`src/rtl/fir_reload_pkg.sv`:
```
// fir_reload_pkg: controller state type and default FIR sizing
package fir_reload_pkg;
  typedef enum logic [1:0] {IDLE, LOAD, FLUSH, RUN} state_e;
  localparam int NUM_TAPS = 21;
  localparam int COEFF_W = 14;
  localparam int FIR_LATENCY = 2;
  localparam int CHECKSUM_W = 16;
endpackage

```
`src/rtl/fir_reload_counter.sv`:
```
// fir_reload_counter: up-counter with clear, enable and terminal-count compare
module fir_reload_counter #(
  parameter int W = 5
) (
  input  logic         clk,
  input  logic         rst,
  input  logic         clr,
  input  logic         en,
  input  logic [W-1:0] term,
  output logic         tc
);
  logic [W-1:0] cnt;
  always_ff @(posedge clk)
    if (rst || clr) cnt <= '0;
    else if (en) cnt <= cnt + 1'b1;
  assign tc = cnt == term;
endmodule

```
`src/rtl/fir_reload_ctrl.sv`:
```
// fir_reload_ctrl: sequences FIR coefficient reload through IDLE/LOAD/FLUSH/RUN.
// Defining FIR_RELOAD_CHECKSUM_EN adds checksum verification of each load.
import fir_reload_pkg::*;
module fir_reload_ctrl #(
  parameter int CoefficientLengthBits = COEFF_W,
  parameter int NumTaps = NUM_TAPS,
`ifdef FIR_RELOAD_CHECKSUM_EN
  parameter int ChecksumBits = CHECKSUM_W,
`endif
  parameter int FirLatency = FIR_LATENCY
) (
  input  logic                             clk,
  input  logic                             rst,
  input  logic                             cfg_start,
  input  logic [CoefficientLengthBits-1:0] cfg_coeff,
  input  logic                             cfg_valid,
`ifdef FIR_RELOAD_CHECKSUM_EN
  input  logic [ChecksumBits-1:0]          cfg_checksum,
  output logic                             cfg_error,
`endif
  output logic                             cfg_ready,
  output logic                             busy,
  output logic                             done,
  output logic                             fir_rst,
  output logic                             coeff_shift_en,
  output logic [CoefficientLengthBits-1:0] coeff_shift_data,
  output logic                             out_valid
);
  localparam int CntW = $clog2(NumTaps + FirLatency);
  state_e state, state_n;
  logic accept, last, flush_end, restart, ok, tc;
  logic [CntW-1:0] term;
  always_comb begin
    accept = state == LOAD && cfg_valid;
    last = accept && tc;
    flush_end = state == FLUSH && tc;
    restart = cfg_start && state != LOAD;
    term = state == LOAD ? CntW'(NumTaps - 1) : CntW'(NumTaps + FirLatency - 2);
    state_n = restart ? LOAD : last ? (ok ? FLUSH : IDLE) : flush_end ? RUN : state;
  end
  // one counter serves both the coefficient count and the flush wait
  fir_reload_counter #(.W(CntW)) u_cnt (
    .clk(clk),
    .rst(rst),
    .clr(restart || last),
    .en(accept || state == FLUSH),
    .term(term),
    .tc(tc)
  );
  assign cfg_ready = state == LOAD;
  assign busy = state == LOAD || state == FLUSH;
  assign fir_rst = state == IDLE || state == LOAD;
  assign out_valid = state == RUN;
  always_ff @(posedge clk)
    if (rst) begin
      state <= IDLE;
      done <= 1'b0;
      coeff_shift_en <= 1'b0;
      coeff_shift_data <= '0;
    end else begin
      state <= state_n;
      done <= flush_end && !restart;
      coeff_shift_en <= accept;
      if (accept) coeff_shift_data <= cfg_coeff;
    end
`ifdef FIR_RELOAD_CHECKSUM_EN
  logic [ChecksumBits-1:0] sum, sum_n, chk_q;
  assign sum_n = sum + ChecksumBits'($signed(cfg_coeff));
  assign ok = sum_n == chk_q;
  always_ff @(posedge clk)
    if (rst) begin
      sum <= '0;
      chk_q <= '0;
      cfg_error <= 1'b0;
    end else begin
      cfg_error <= last && !ok;
      if (restart) begin
        sum <= '0;
        chk_q <= cfg_checksum;
      end else if (accept) sum <= sum_n;
    end
`else
  assign ok = 1'b1;
`endif
endmodule

```
`config.mk`:
```
export PLATFORM = sky130hd
export DESIGN_NAME = fir_reload_ctrl
export DESIGN_NICKNAME = d
export VERILOG_FILES = /design/src/rtl/fir_reload_pkg.sv /design/src/rtl/fir_reload_counter.sv /design/src/rtl/fir_reload_ctrl.sv
export SDC_FILE = /design/constraint.sdc
export NUM_CORES = 1
export LEC_CHECK = 0
export CORE_MARGIN = 5
export CORE_UTILIZATION = 45
export CTS_BUF_LIST = sky130_fd_sc_hd__clkbuf_8
export CTS_CLUSTER_SIZE = 14
export DETAILED_ROUTE_END_ITERATION = 10
export PLACE_DENSITY = 0.82
export SKIP_LAST_GASP = 1
export SYNTH_ARGS = -nofsm -noshare
export SYNTH_HDL_FRONTEND = slang
export SYNTH_SLANG_ARGS = --single-unit
```
`constraint.sdc`:
```
create_clock -name clk -period 2.7 [get_ports clk]
set_clock_uncertainty 0.05 [all_clocks]
set_input_delay 0.81 -clock clk [delete_from_list [all_inputs] [get_ports clk]]
set_output_delay 0.81 -clock clk [all_outputs]
set_load 0.02 [all_outputs]
```
* Yosys cells after proc, flatten, opt, wreduce, memory -nomap -nowiden
Cells that the tools add are included.
Cells by class: add/subtract/negate cells 1, eq/ne operators 5, multiplexer cells 4, reductions and logical operators 15
Operators by type and width (number):
- $add 5x1->5 const B | 1
- $eq 5x5->1 | 1
- $logic_and 1x1->1 | 5
- $logic_or 1x1->1 | 5
- $eq 2x2->1 const B | 2
- $mux 2 | 2
- $reduce_bool 3->1 | 1
- $eq 2x1->1 const B | 1
- $logic_not 2->1 | 1
- $mux 1 | 2
- $ne 2x1->1 const B | 1
- $reduce_bool 2->1 | 1
- $reduce_or 2->1 | 1
- $logic_not 1->1 | 1
Storage, ports and cells: register bits 23, word-level logic and storage cells 31

* Logic depth before layout (Yosys ltp)
depth in word-level cells 7, gate-level depth with buffers 8, gate-level depth less buffers 5

* Hierarchy
From an unflattened synthesis, not the netlist that was laid out.
Second synthesis, totals: cell total of the unflattened synthesis 119, area, all modules 1178.6 um^2
By module, submodules not included:
- fir_reload_ctrl | times used 1, cells each 93, area an instance 925.9 um^2
- fir_reload_counter | times used 1, cells each 26, area an instance 252.7 um^2

* Least setup slack after synthesis
Ideal clock, no wire load.
path kind register -> output, start point register state[1], end point output port fir_rst, data arrival time 1173 ps, data required time 1840 ps, slack 667 ps, cell stages (with the launch flop) 5, path buffers 1, path through dfxtp_1 -> inv_1 -> ha_1 -> buf_6 -> or2_2
Between the ends: cells in the longest elaborated chain, start to end 2
Ends and longest elaborated chain:
- start: declaration | RTL line fir_reload_ctrl.sv:30 | state_e state, state_n;
- start signal: assignment | RTL line fir_reload_ctrl.sv:61 | state <= state_n;
- $eq 2x1->1
- via cfg_ready | RTL line fir_reload_ctrl.sv:21 | output logic cfg_ready,
- $logic_or 1x1->1 | RTL line fir_reload_ctrl.sv:52 | assign fir_rst = state == IDLE || state == LOAD;
- end: declaration | RTL line fir_reload_ctrl.sv:24 | output logic fir_rst,
The timed path passes the listed nets, and every way through them passes these cells.

* Worst setup path after layout
start point register state[1], end point output port cfg_ready
Between the ends: cells in the longest elaborated chain, start to end 1
Ends and longest elaborated chain:
- $eq 2x1->1 | RTL line fir_reload_ctrl.sv:50 | assign cfg_ready = state == LOAD;
- end: declaration | RTL line fir_reload_ctrl.sv:21
Every way passes these cells.

==> results by group <==
Run status
  – Outcome: finished, final reports clean

Drt
  – Drt total wl: 2390 um
  – Routed WL per cell: 13.3 um
  – Drt pass-1 iters: 4
  – DR vias: 928
  – DRC violations left: 0
  – Antenna Nets Post-Route: 0
  – Vias per Instance: 5.16
  – DR iter-0 viols: 24

Pwr
  – Switch Pwr: 174 uW
  – Leak: 0.000502 uW
  – Internal power: 511 uW
  – Comb power frac: 16.3%
  – Sequential group share of total power: 52.1%
  – Pwr/cell area: 490 nW/um^2
  – VDD IR max: 292 uV
  – Clock power share: 31.6%
  – Switch share: 25.5%

STA
  – Max-slew violation count: 0
  – Setup_tns: 0 ns
  – RSZ-0062 raised after global routing: false
  – Worst slew pin tran: 0.305 ns
  – Max_slew headroom: 79.4%
  – Period minus WS final: 2.55 ns
  – Count of endpoints failing setup in the final report: 0
  – Setup ws final: 0.152 ns
  – Fmax: 393 MHz
  – Final hold viol count: 0
  – Hold slack: 0.406 ns
  – Fin crit share: 94.4%

Clock network
  – CTS buffer count: 3
  – CTS tree: done
  – Maximum clock path buffer count: 2
  – Post-CTS setup buffers: 0
  – Hold_buf cts: 0
  – Clk sink count: 23
  – Root Buffer: clkbuf_8
  – Worst-path clk slew: 0.08 ns
  – Worst-Skew Late Latency: 0.27 ns
  – H-tree levels: 1

Global routing
  – Gr ovfl total: 0
  – Pin count of the biggest net entering global routing: 18
  – Vias in the first global route: 884
  – Initial antenna violation count: 0
  – GR Util All Layers: 16.0%
  – Global-route wire length before repair: 3950 um

Setup path
  – Crit Path Class: reg -> out
  – Cell family with most CP delay: buffers and inverters
  – Critical Path Slowest Stage Cell: clkdlybuf4s50_1
  – Maximum fanout along the worst path: 8
  – Worst EP required: 1.84 ns
  – Endpoint class of the critical path: primary output
  – Worst Path Buf+Inv: 2
  – WP data arrival: 1.69 ns
  – Setup crit start kind: flop
  – Slowest stage delay, CP: 0.66 ns
  – CP cell instances: inv_1, ha_1, clkdlybuf4s50_1

Placed design
  – Cells after DPL: 176
  – DPL Wire Length: 1790 um
  – Count of input and output buffers: 37
  – RD Place Congestion: 0.800
  – Pre-CTS setup slack: 0.271 ns

Yosys
  – Synth Area in XOR/XNOR: 0.899%
  – Mapped Nets: 139
  – EDFF count, synth: 0
  – Main combinational cell family by area after synthesis: simple AND/OR/NAND/NOR gates
  – Cell area after synthesis: 975 sq um
  – Async set-reset flop share out of synthesis: 0%
  – Avg Inst Size Synth: 8.40 sq um
  – Syn Inst Count: 116
  – Post-synthesis register bit count: 23
  – Compound-Gate Fraction of Synth Area: 16.9%
  – Warning count from the yosys run: 0
  – Mux share of post-synthesis cell area: 0%
  – Sequential area share after synthesis: 47.2%
  – Synth Area in Adders: 6.42%
  – Primary FF master, synth: dfxtp_1
  – Simple-gate share of the synthesized area: 22.8%
  – Synth cell types: 26

Layout
  – Core Util, Final: 69.2%
  – Area Overhead vs Synth: 43.5%
  – Share of cells above drive strength 1: 5.88%
  – Post-Layout Cell Count: 180
  – FILL cells: 155
  – Final nets: 177
  – N_diodes: 0
  – Most frequent cells in the layout: clkdlybuf4s50_1, nand2_1, dfxtp_1
  – Commonest non-fill, non-tap cell in the layout: clkdlybuf4s50_1

Die
  – Die Area: 3200 sq um
  – I/O pin cnt: 38
  – Initial Utilization: 48.2%
  – Core area: 2020 sq um
  – Die H: 56.5 um
  – Die Width: 56.5 um
  – Row count: 16

Run
  – Max-Cap Viols: 0

Hold path
  – Hold Crit Class: reg -> reg
==> layout make-up <==
cell class / count / area (sq um) / share of cell area (%)
flip-flops and latches: 23 / 460 / 32.9
repair buffers: 39 / 384 / 27.5
inverters: 4 / 15.0 / 1.07
clock inverters: 1 / 5.00 / 0.358
well taps: 27 / 33.8 / 2.42
multi-input cells: 83 / 459 / 32.8
clock buffers: 3 / 41.3 / 2.95
==> flip-flops by register name, summed over array words and instances (netlist names) <==
name / flops
coeff_shift_data: 14
u_cnt.cnt: 5
state: 2
coeff_shift_en: 1
done: 1
==> cell families (layout without fill, tap and decap cells) <==
family / after synthesis / in the layout
flip-flops: 23 / 23
XOR/XNOR: 1 / 1
buffers and inverters: 10 / 47
AND/OR/NAND/NOR: 48 / 48
AO/OA/AOI/OAI: 29 / 29
adder cells (fa/ha/maj): 5 / 5
==> worst paths after layout <==
kind	start	depth (start not counted)	endpoint	slack (ns)
worst max register to register	state[1]	6	u_cnt.cnt[0]	1.13
worst min register to register	coeff_shift_data[9]	2	coeff_shift_data[9]	0.41
worst min-delay path	coeff_shift_data[9]	2	coeff_shift_data[9]	0.41
worst max-delay path	state[1]	3	cfg_ready	0.15
==> metrics by stage <==
stage | area [sq um] | power, uW
floorplan | 975 | 422
global placement | 1350 | 475
detailed placement | 1350 | 478
CTS | 1400 | 693
global route | 1400 | 722
finish | 1400 | 685
==> worst min-delay path, stage by stage, from the launching register on <==
cell     delay (ns)
dfxtp_1        0.31
nand2_1        0.05
a21oi_1        0.05
==> power groups by stage <==
stage	combinational [uW]	sequential [uW]	clock, uW
6_report	112	357	216
5_1_grt	121	358	242
4_1_cts	113	357	224
3_5_place_dp	113	365	0
3_3_place_gp	111	364	0
2_1_floorplan	47.0	375	0
==> cells in the mapped netlist, drive strengths merged (2+ instances only) <==
library cell / n / area (sq um)
nand2: 31 / 116
dfxtp: 23 / 460
a21oi: 21 / 109
ha: 5 / 62.6
buf: 4 / 32.5
inv: 4 / 15.0
nand3: 4 / 20.0
nor2: 3 / 11.3
o21ai: 3 / 15.0
or3: 3 / 18.8
clkbuf: 2 / 7.51
or2: 2 / 12.5
==> repair_timing <==
| item | CTS | global route |
|---|---|---|
| gates resized for setup | 1 | 0 |
| endpoints found under the setup margin | 1 | 0 |
| hold endpoints to repair | 0 | 0 |
==> layer usage <==
metal	wire, um	global-route usage, %	up-vias
met5	0	0	-
li1	-	-	466
met4	66	10.2	0
met2	1180	27.6	32
met3	152	4.82	5
met1	989	16.6	425
Note: power is estimated with default switching activity, not from simulation.
